--- src/rtl/eq_sweep_sequencer.sv ---
// Purpose: drives a shared pattern into an original and a revised logic cone and compares their outputs.
// Latency: one pattern per cycle; the compare result is registered one cycle after its pattern.
// Backpressure: none; start is ignored while busy, and abort or rst ends a run at the next edge.
//
// Ports:
//   clk, rst          rising-edge clock, synchronous active-high reset
//   start, abort      launch a run (only from IDLE/DONE) / drop back to IDLE
//   mode              0 = exhaustive counter, 1 = LFSR (latched at start)
//   stop_on_fail      end the run at the first registered mismatch (latched at start)
//   seed, limit       LFSR seed and pattern count minus 1 (latched at start)
//   pat               registered vector feeding both cones
//   ref_o, rev_o      cone outputs for the current pat
//   busy, done        RUN/DRAIN and DONE indicators
//   fail, fail_pat    sticky mismatch flag and the pattern of the first mismatch
//   checked           patterns compared in the current run (W+1 bits so a full sweep does not wrap)
module eq_sweep_sequencer #(
    parameter int W = 16
) (
    input  logic         clk,
    input  logic         rst,
    input  logic         start,
    input  logic         abort,
    input  logic         mode,
    input  logic         stop_on_fail,
    input  logic [W-1:0] seed,
    input  logic [W-1:0] limit,
    output logic [W-1:0] pat,
    input  logic         ref_o,
    input  logic         rev_o,
    output logic         busy,
    output logic         done,
    output logic         fail,
    output logic [W-1:0] fail_pat,
    output logic [W:0]   checked
);

    localparam logic [1:0] S_IDLE  = 2'd0;
    localparam logic [1:0] S_RUN   = 2'd1;
    localparam logic [1:0] S_DRAIN = 2'd2;
    localparam logic [1:0] S_DONE  = 2'd3;

    localparam logic [W-1:0] ONE_W  = {{(W-1){1'b0}}, 1'b1};
    localparam logic [W:0]   ONE_W1 = {{W{1'b0}}, 1'b1};

    logic [1:0]   state;
    logic         mode_q;
    logic         sof_q;
    logic [W-1:0] limit_q;
    logic [W-1:0] issued;

    // Compare stage: mismatch flag and the pattern it belongs to.
    logic         cmp_vld;
    logic         cmp_mis;
    logic [W-1:0] cmp_pat;

    logic [W-1:0] first_pat;
    logic [W-1:0] next_pat;
    logic         cmp_hit;

    // A zero seed would lock the LFSR at zero, so it is replaced by 1.
    assign first_pat = mode ? ((seed == '0) ? ONE_W : seed) : '0;
    assign next_pat  = mode_q ? {pat[W-2:0], pat[W-1] ^ pat[W-3] ^ pat[W-4] ^ pat[W-6]}
                              : pat + ONE_W;
    assign cmp_hit   = cmp_vld & cmp_mis;

    assign busy = (state == S_RUN) || (state == S_DRAIN);
    assign done = (state == S_DONE);

    always_ff @(posedge clk) begin
        if (rst) begin
            state    <= S_IDLE;
            mode_q   <= 1'b0;
            sof_q    <= 1'b0;
            limit_q  <= '0;
            issued   <= '0;
            pat      <= '0;
            cmp_vld  <= 1'b0;
            cmp_mis  <= 1'b0;
            cmp_pat  <= '0;
            fail     <= 1'b0;
            fail_pat <= '0;
            checked  <= '0;
        end else if (abort) begin
            // Results stay as they were; the pending compare is dropped.
            state   <= S_IDLE;
            cmp_vld <= 1'b0;
        end else begin
            case (state)
                S_IDLE, S_DONE: begin
                    if (start) begin
                        state    <= S_RUN;
                        mode_q   <= mode;
                        sof_q    <= stop_on_fail;
                        limit_q  <= limit;
                        issued   <= '0;
                        pat      <= first_pat;
                        cmp_vld  <= 1'b0;
                        fail     <= 1'b0;
                        fail_pat <= '0;
                        checked  <= '0;
                    end
                end
                S_RUN, S_DRAIN: begin
                    if (cmp_vld) begin
                        checked <= checked + ONE_W1;
                        if (cmp_mis && !fail) begin
                            fail     <= 1'b1;
                            fail_pat <= cmp_pat;
                        end
                    end
                    if (cmp_hit && sof_q) begin
                        // The pattern currently on pat is in flight and never counted.
                        state   <= S_DONE;
                        cmp_vld <= 1'b0;
                    end else if (state == S_RUN) begin
                        cmp_vld <= 1'b1;
                        cmp_mis <= (ref_o != rev_o);
                        cmp_pat <= pat;
                        issued  <= issued + ONE_W;
                        if (issued == limit_q) begin
                            state <= S_DRAIN;
                        end else begin
                            pat <= next_pat;
                        end
                    end else begin
                        // DRAIN: the last pattern's compare is absorbed this cycle.
                        cmp_vld <= 1'b0;
                        state   <= S_DONE;
                    end
                end
                default: state <= S_IDLE;
            endcase
        end
    end

endmodule

--- config.mk ---
export PLATFORM = sky130hd
export DESIGN_NAME = eq_sweep_sequencer
export DESIGN_NICKNAME = d
export VERILOG_FILES = /design/src/rtl/eq_sweep_sequencer.sv
export SDC_FILE = /design/constraint.sdc
export NUM_CORES = 1
export LEC_CHECK = 0
export BUFFER_PORTS_ARGS = -buffer_cell sky130_fd_sc_hd__clkbuf_2
export CORE_ASPECT_RATIO = 0.8
export CORE_MARGIN = 4
export CORE_UTILIZATION = 30
export DETAILED_ROUTE_END_ITERATION = 7
export PLACE_DENSITY = 0.46
export RECOVER_POWER = 100
export SLEW_MARGIN = 15
export SYNTH_ARGS = -nofsm -noshare
export SYNTH_HDL_FRONTEND = slang
export SYNTH_SLANG_ARGS = --single-unit
--- constraint.sdc ---
create_clock -name clk -period 6.3 [get_ports clk]
set_clock_uncertainty 0.2 [all_clocks]
set_input_delay 0.315 -clock clk [delete_from_list [all_inputs] [get_ports clk]]
set_output_delay 0.315 -clock clk [all_outputs]
set_load 0.05 [all_outputs]
**Word-level counts from Yosys, hierarchy flattened**

Cells that the tools add are included.

- Register bits: 104
- Input port bits: 40

- Equal/unequal tests: 12
- Bitwise gates (word level): 6
- Add/sub/neg operators: 3
- Reductions and logical operators: 16
- Multiplexer cells: 30

Operators with widths:

| kind | number |
|---|---|
| $mux W16 | 12 |
| $pmux W16 S2 | 3 |
| $mux W17 | 2 |
| $pmux W17 S2 | 1 |
| $add A16 B1 Y16 const B | 2 |
| $add A17 B1 Y17 const B | 1 |
| $eq A16 B16 Y1 | 1 |
| $logic_not A16 Y1 | 1 |
| $ne A2 B2 Y1 const B | 6 |
| $reduce_and A4 Y1 | 3 |
| $mux W2 | 4 |
| $reduce_and A3 Y1 | 2 |
| $reduce_or A2 Y1 | 3 |
| $mux W1 | 5 |
| $reduce_and A5 Y1 | 1 |
| $eq A2 B2 Y1 const B | 2 |
| $ne A4 B4 Y1 const B | 1 |
| $pmux W1 S2 | 2 |
| $pmux W2 S2 | 1 |
| $xor A1 B1 Y1 | 3 |
| $eq A2 B1 Y1 const B | 1 |
| $logic_and A1 B1 Y1 | 2 |
| $logic_not A2 Y1 | 1 |
| $not A1 Y1 | 2 |
| other kinds (5) | 5 |

**Logic depth before layout (Yosys ltp)**

- Depth after elaboration: 8
- Depth in mapped cells: 9
- Mapped depth without buffers: 7

**Least setup slack after synthesis**

Ideal clock, no wire load.

- Kind: register to register
- Start: register pat[0]
- End: register pat[14]
- Library setup time: 95 ps
- Data required time: 6005 ps
- Stages on the path, launching flop included: 6
- Setup slack: 4018 ps
- Period minus slack after synthesis: 2282 ps
- Buffers on the path: 0
- Data arrival time: 1986 ps
- Path through: dfxtp_1 -> ha_1 -> nand3_1 -> o41ai_1 -> a311oi_1 -> a221oi_1

- Longest elaborated chain between the ends: 6

RTL lines:

| what | RTL line | RTL |
|---|---|---|
| start: declaration | 27 | `output logic [W-1:0] pat,` |
| start signal: assignment | 96 | `pat <= first_pat;` |
| start signal: assignment | 123 | `pat <= next_pat;` |
| $add A16 B1 Y16 | 63 | `: pat + ONE_W;` |
| $mux W16 | 62 | `assign next_pat = mode_q ? {pat[W-2:0], pat[W-1] ^ pat[W-3] ^ pat[W-4] ^ pat[W-6]}` |
| $mux W16 | 120 | `if (issued == limit_q) begin` |
| $mux W16 | 115 | `end else if (state == S_RUN) begin` |
| $mux W16 | 111 | `if (cmp_hit && sof_q) begin` |
| $pmux W16 S2 | 88 | `case (state)` |

Every way passes these cells. The select of a mux whose other input is x is not followed.
A chain may end at the register's enable or synchronous reset.

**Worst setup path in the final report**

- Start: register state[0]
- End: register checked[15]

- Longest elaborated chain between the ends: 4
- Elaborated cells between the ends (all ways): 10
- Those cells by class: eq/ne (5); mux (1); reduce/logical (4)

RTL lines:

| what | RTL line | RTL |
|---|---|---|
| start: declaration | 45 | `logic [1:0] state;` |
| start signal: assignment | 71 | `state <= S_IDLE;` |
| start signal: assignment | 85 | `state <= S_IDLE;` |
| start signal: assignment | 91 | `state <= S_RUN;` |
| $eq A2 B2 Y1, or another cell as far along | 88 |  |
| $reduce_or A2 Y1 | 88 |  |
| $ne A2 B2 Y1 (no source line) | n/a |  |
| $reduce_and A3 Y1 (no source line) | n/a |  |
| end signal: assignment | 105 | `checked <= checked + ONE_W1;` |
| end: declaration | 34 | `output logic [W:0] checked` |

Several ways; a longest one is shown, not always the timed one.

==> flow_summary.yaml <==
logic_synthesis:
  synthFlopType: "dfxtp_1"
  synth_nets: 663
  yosysSeqAreaShare_pct: 40.20
  synth_compound_area_share_pct: 16.31
  synthArstFlopShare_pct: 0
  synthSimpleGateAreaFrac_pct: 24.81
  synth_top_area_share_pct: 40.20
  synth_top_family_by_area: "simple AND/OR/NAND/NOR gates"
  yosysMostFrequentCell: "dfxtp_1"
  yosys-top-cells-area: "dfxtp_1 (40%), nand2_1 (6.1%), xor2_1 (5.8%), a21oi_1 (4.9%), nor2_1 (4.6%)"
  muxShareOfSynthArea_pct: 3.672
  synth_area_um2: 5179
  syn_inst: 617
  syn_avg_cell_area_um2: 8.393
  synth_edf_count: 0
  synth-adder-area-share_pct: 1.450
  yosysTopAreaCell: "dfxtp_1"
  ys_seq_elements: 104
  synthXorXnorAreaFrac_pct: 8.456
  synthTopCellsByCount: "dfxtp_1 (104), nand2_1 (84), nor2_1 (64), a21oi_1 (51), nand3_1 (41)"
  yosysWarnings: 0
  synth_cell_type_count: 60
sta:
  setup-violations-final: 0
  fmax_mhz: 218.5
  min_period_over_period_pct: 72.65
  worst_hold_slack_ns: 0.01718
  report.final.slew_viol_count: 33
  setup_tns_ns: 0
  hold_viol: 0
  rsz0062_at_grt: "no"
  finalCriticalPeriod_ns: 4.577
  tightest_slew_ns: 1.713
  relSlewSlack_pct: -15.08
setup_path:
  crit_path_start: "state[0]"
  cp-start-kind: "register"
  path_depth: 7
  reg2regPathDepth: 7
  worstPathMaxFanout: 25
  timing.rr.start: "state[0]"
  crit_arrival_ns: 4.59
  required_ns: 6.31
  crit_family: "simple AND/OR/NAND/NOR gates"
  worst-path-buf-inv: 1
  crit_chain: "inv_1 > ha_1 > nand2_1 > a21oi_1 > nand2_1 > nand2_1 > nor2_1"
  worst_path_largest_cell_delay_ns: 1.11
  end_kind: "register"
  cp_common_cell: "nand2_1"
  slowest_stage: "a21oi_1"
  worstSetupPathType: "reg2reg"
clock_network:
  path_clk_slew_ns: 0.07
  cts_made_buffers: 9
  cts_resized: 0
  clock_path_buffers: 2
  cts-root-buf: "clkbuf_16"
  clock-sinks: 104
  cts_tree: "yes"
  h-tree-depth: 3
  clk_latency_ns: 0.35
power_and_ir_drop:
  powerDensity_nw_per_um2: 257.7
  total_leakage_power_uw: 0.002247
  ir_worst_vdd_uv: 131.8
placed_design:
  gp_congestion: 0.8852
  dpl.cell_count: 890
  dp_hpwl_mm: 10.67
  portBuffers: 91
routing:
  firstDrtPassIters: 6
  drtAntennaViolNets: 0
  viasPerCell: 5.225
  wire_per_inst_um: 16.63
  detail_route.iter0.violations: 376
  dr_total_vias: 4786
  route.detailed.drc: 0
  drt-total-wl_mm: 15.23
cells_and_area:
  syn2layout_area_growth_pct: 17.42
  drive_gt1_share_pct: 9.339
  fillers: 1745
  diodes: 0
  fin_util_pct: 36.27
  nets: 742
  finalNonFillerCells: 916
run:
  maxCapViolations: 2
hold_path:
  hold_depth: 3
  min_path_type: "in2reg"
  min_from: "stop_on_fail"
floorplan:
  core_area_um2: 16760
  io_pins: 92
  die_x_um: 154.9
  rows: 42
  die_h_um: 125.5
  dieArea_um2: 19440
  start_util_pct: 30.89
global_route:
  grt_max_degree: 78
  grt_pass1_wl_mm: 24.76
  grtUsageTotal_pct: 15.79
  grt_pass1_vias: 4517
  grt_overflow_total: 0
  grt_antenna_before_repair: 0
outcome:
  outcome: "complete, but fails checks"
  violations: "max-capacitance violations, max-slew violations"
## state kept, by name, indices dropped and copies added, names as in the netlist
signal	count
checked	17
cmp_pat	16
fail_pat	16
issued	16
limit_q	16
pat	16
state	2
cmp_mis	1
cmp_vld	1
fail	1
mode_q	1
sof_q	1
## power by group
group / internal, uW / switching [uW] / total [uW]
Sequential: 680 / 48.0 / 728
Clock: 337 / 238 / 576
Combinational: 81.2 / 182 / 263
Total: 1100 / 468 / 1570
## stage by stage
step / area, um2 / total power [uW] / setup slack [ns]
floorplan: 5179 / 928.1 / 4.018
global placement: 5725 / 1001 / 2.646
detailed placement: 5725 / 1002 / 2.445
CTS: 6161 / 1593 / 2.427
global route: 6081 / 1644 / 1.147
finish: 6081 / 1567 / 1.723
## worst reg2reg max path, delay by kind of cell, from the launching register on
kind | cells | cell delay, ns
DFF | 1 | 0.38
AOI/OAI and AO/OA | 1 | 1.11
buffers and inverters | 1 | 0.06
and+or+nand+nor | 4 | 1.87
adders and majority gates | 1 | 0.82
## layout by cell type (no fill, tap or decap), drive strengths merged, types with 3 or more instances in the layout
cell type and n:
a211oi 17, clkbuf 101, nand3 41, o41ai 3
o311ai 3, a31oi 3, dfxtp 104, o211ai 4
nor2 65, a21o 3, o31ai 5, o32ai 3
nor4 15, and3 7, a21oi 52, and4 6
nand2 85, xor2 34, xnor2 16, o21ai 10
a41oi 4, mux2i 19, nand4 17, a32o 3
a311oi 3, ha 6, nor3 7, a221oi 4
and2 3, inv 14, dlygate4sd3 15
## cells by family after synthesis
| kind of cell | after synthesis |
|---|---|
| muxes | 19 |
| and+or+nand+nor | 259 |
| buffers and inverters | 55 |
| AOI/OAI and AO/OA | 124 |
| adders and majority gates | 6 |
| DFF | 104 |
| xor gates and xnor gates | 50 |
## cell type report
class                           count  area [um2]  share of cell area, %
Multi-Input combinational cell    458        2826                  46.48
Sequential cell                   104        2082                  34.24
Timing Repair Buffer              109       559.3                  9.198
Tap cell                          220       275.3                  4.527
Clock buffer                        9       225.2                  3.704
Clock inverter                      2       60.06                 0.9877
Inverter                           14       52.55                 0.8642
## worst paths after layout
| kind | slack (ns) | end |
|---|---|---|
| worst max-delay path | 1.72 | checked[15] |
| worst min-delay path | 0.02 | sof_q |
| worst max register to register | 1.72 | checked[15] |
| worst min register to register | 0.25 | fail_pat[10] |
## layer usage
layer | vias up | global-route usage (%) | wire length [um]
met5 | - | 0 | 0
met4 | 0 | 3.634 | 180
met3 | 15 | 4.663 | 1004
met2 | 153 | 21.47 | 6062
met1 | 2261 | 24.18 | 7983
li1 | 2357 | - | -
## repair_timing
action | 4_1_cts | 5_1_grt
hold endpoints to repair | 15 | 0
hold buffers | 15 | 0
buffers inserted | 0 | 0
Power figures use the tool's default switching activity.
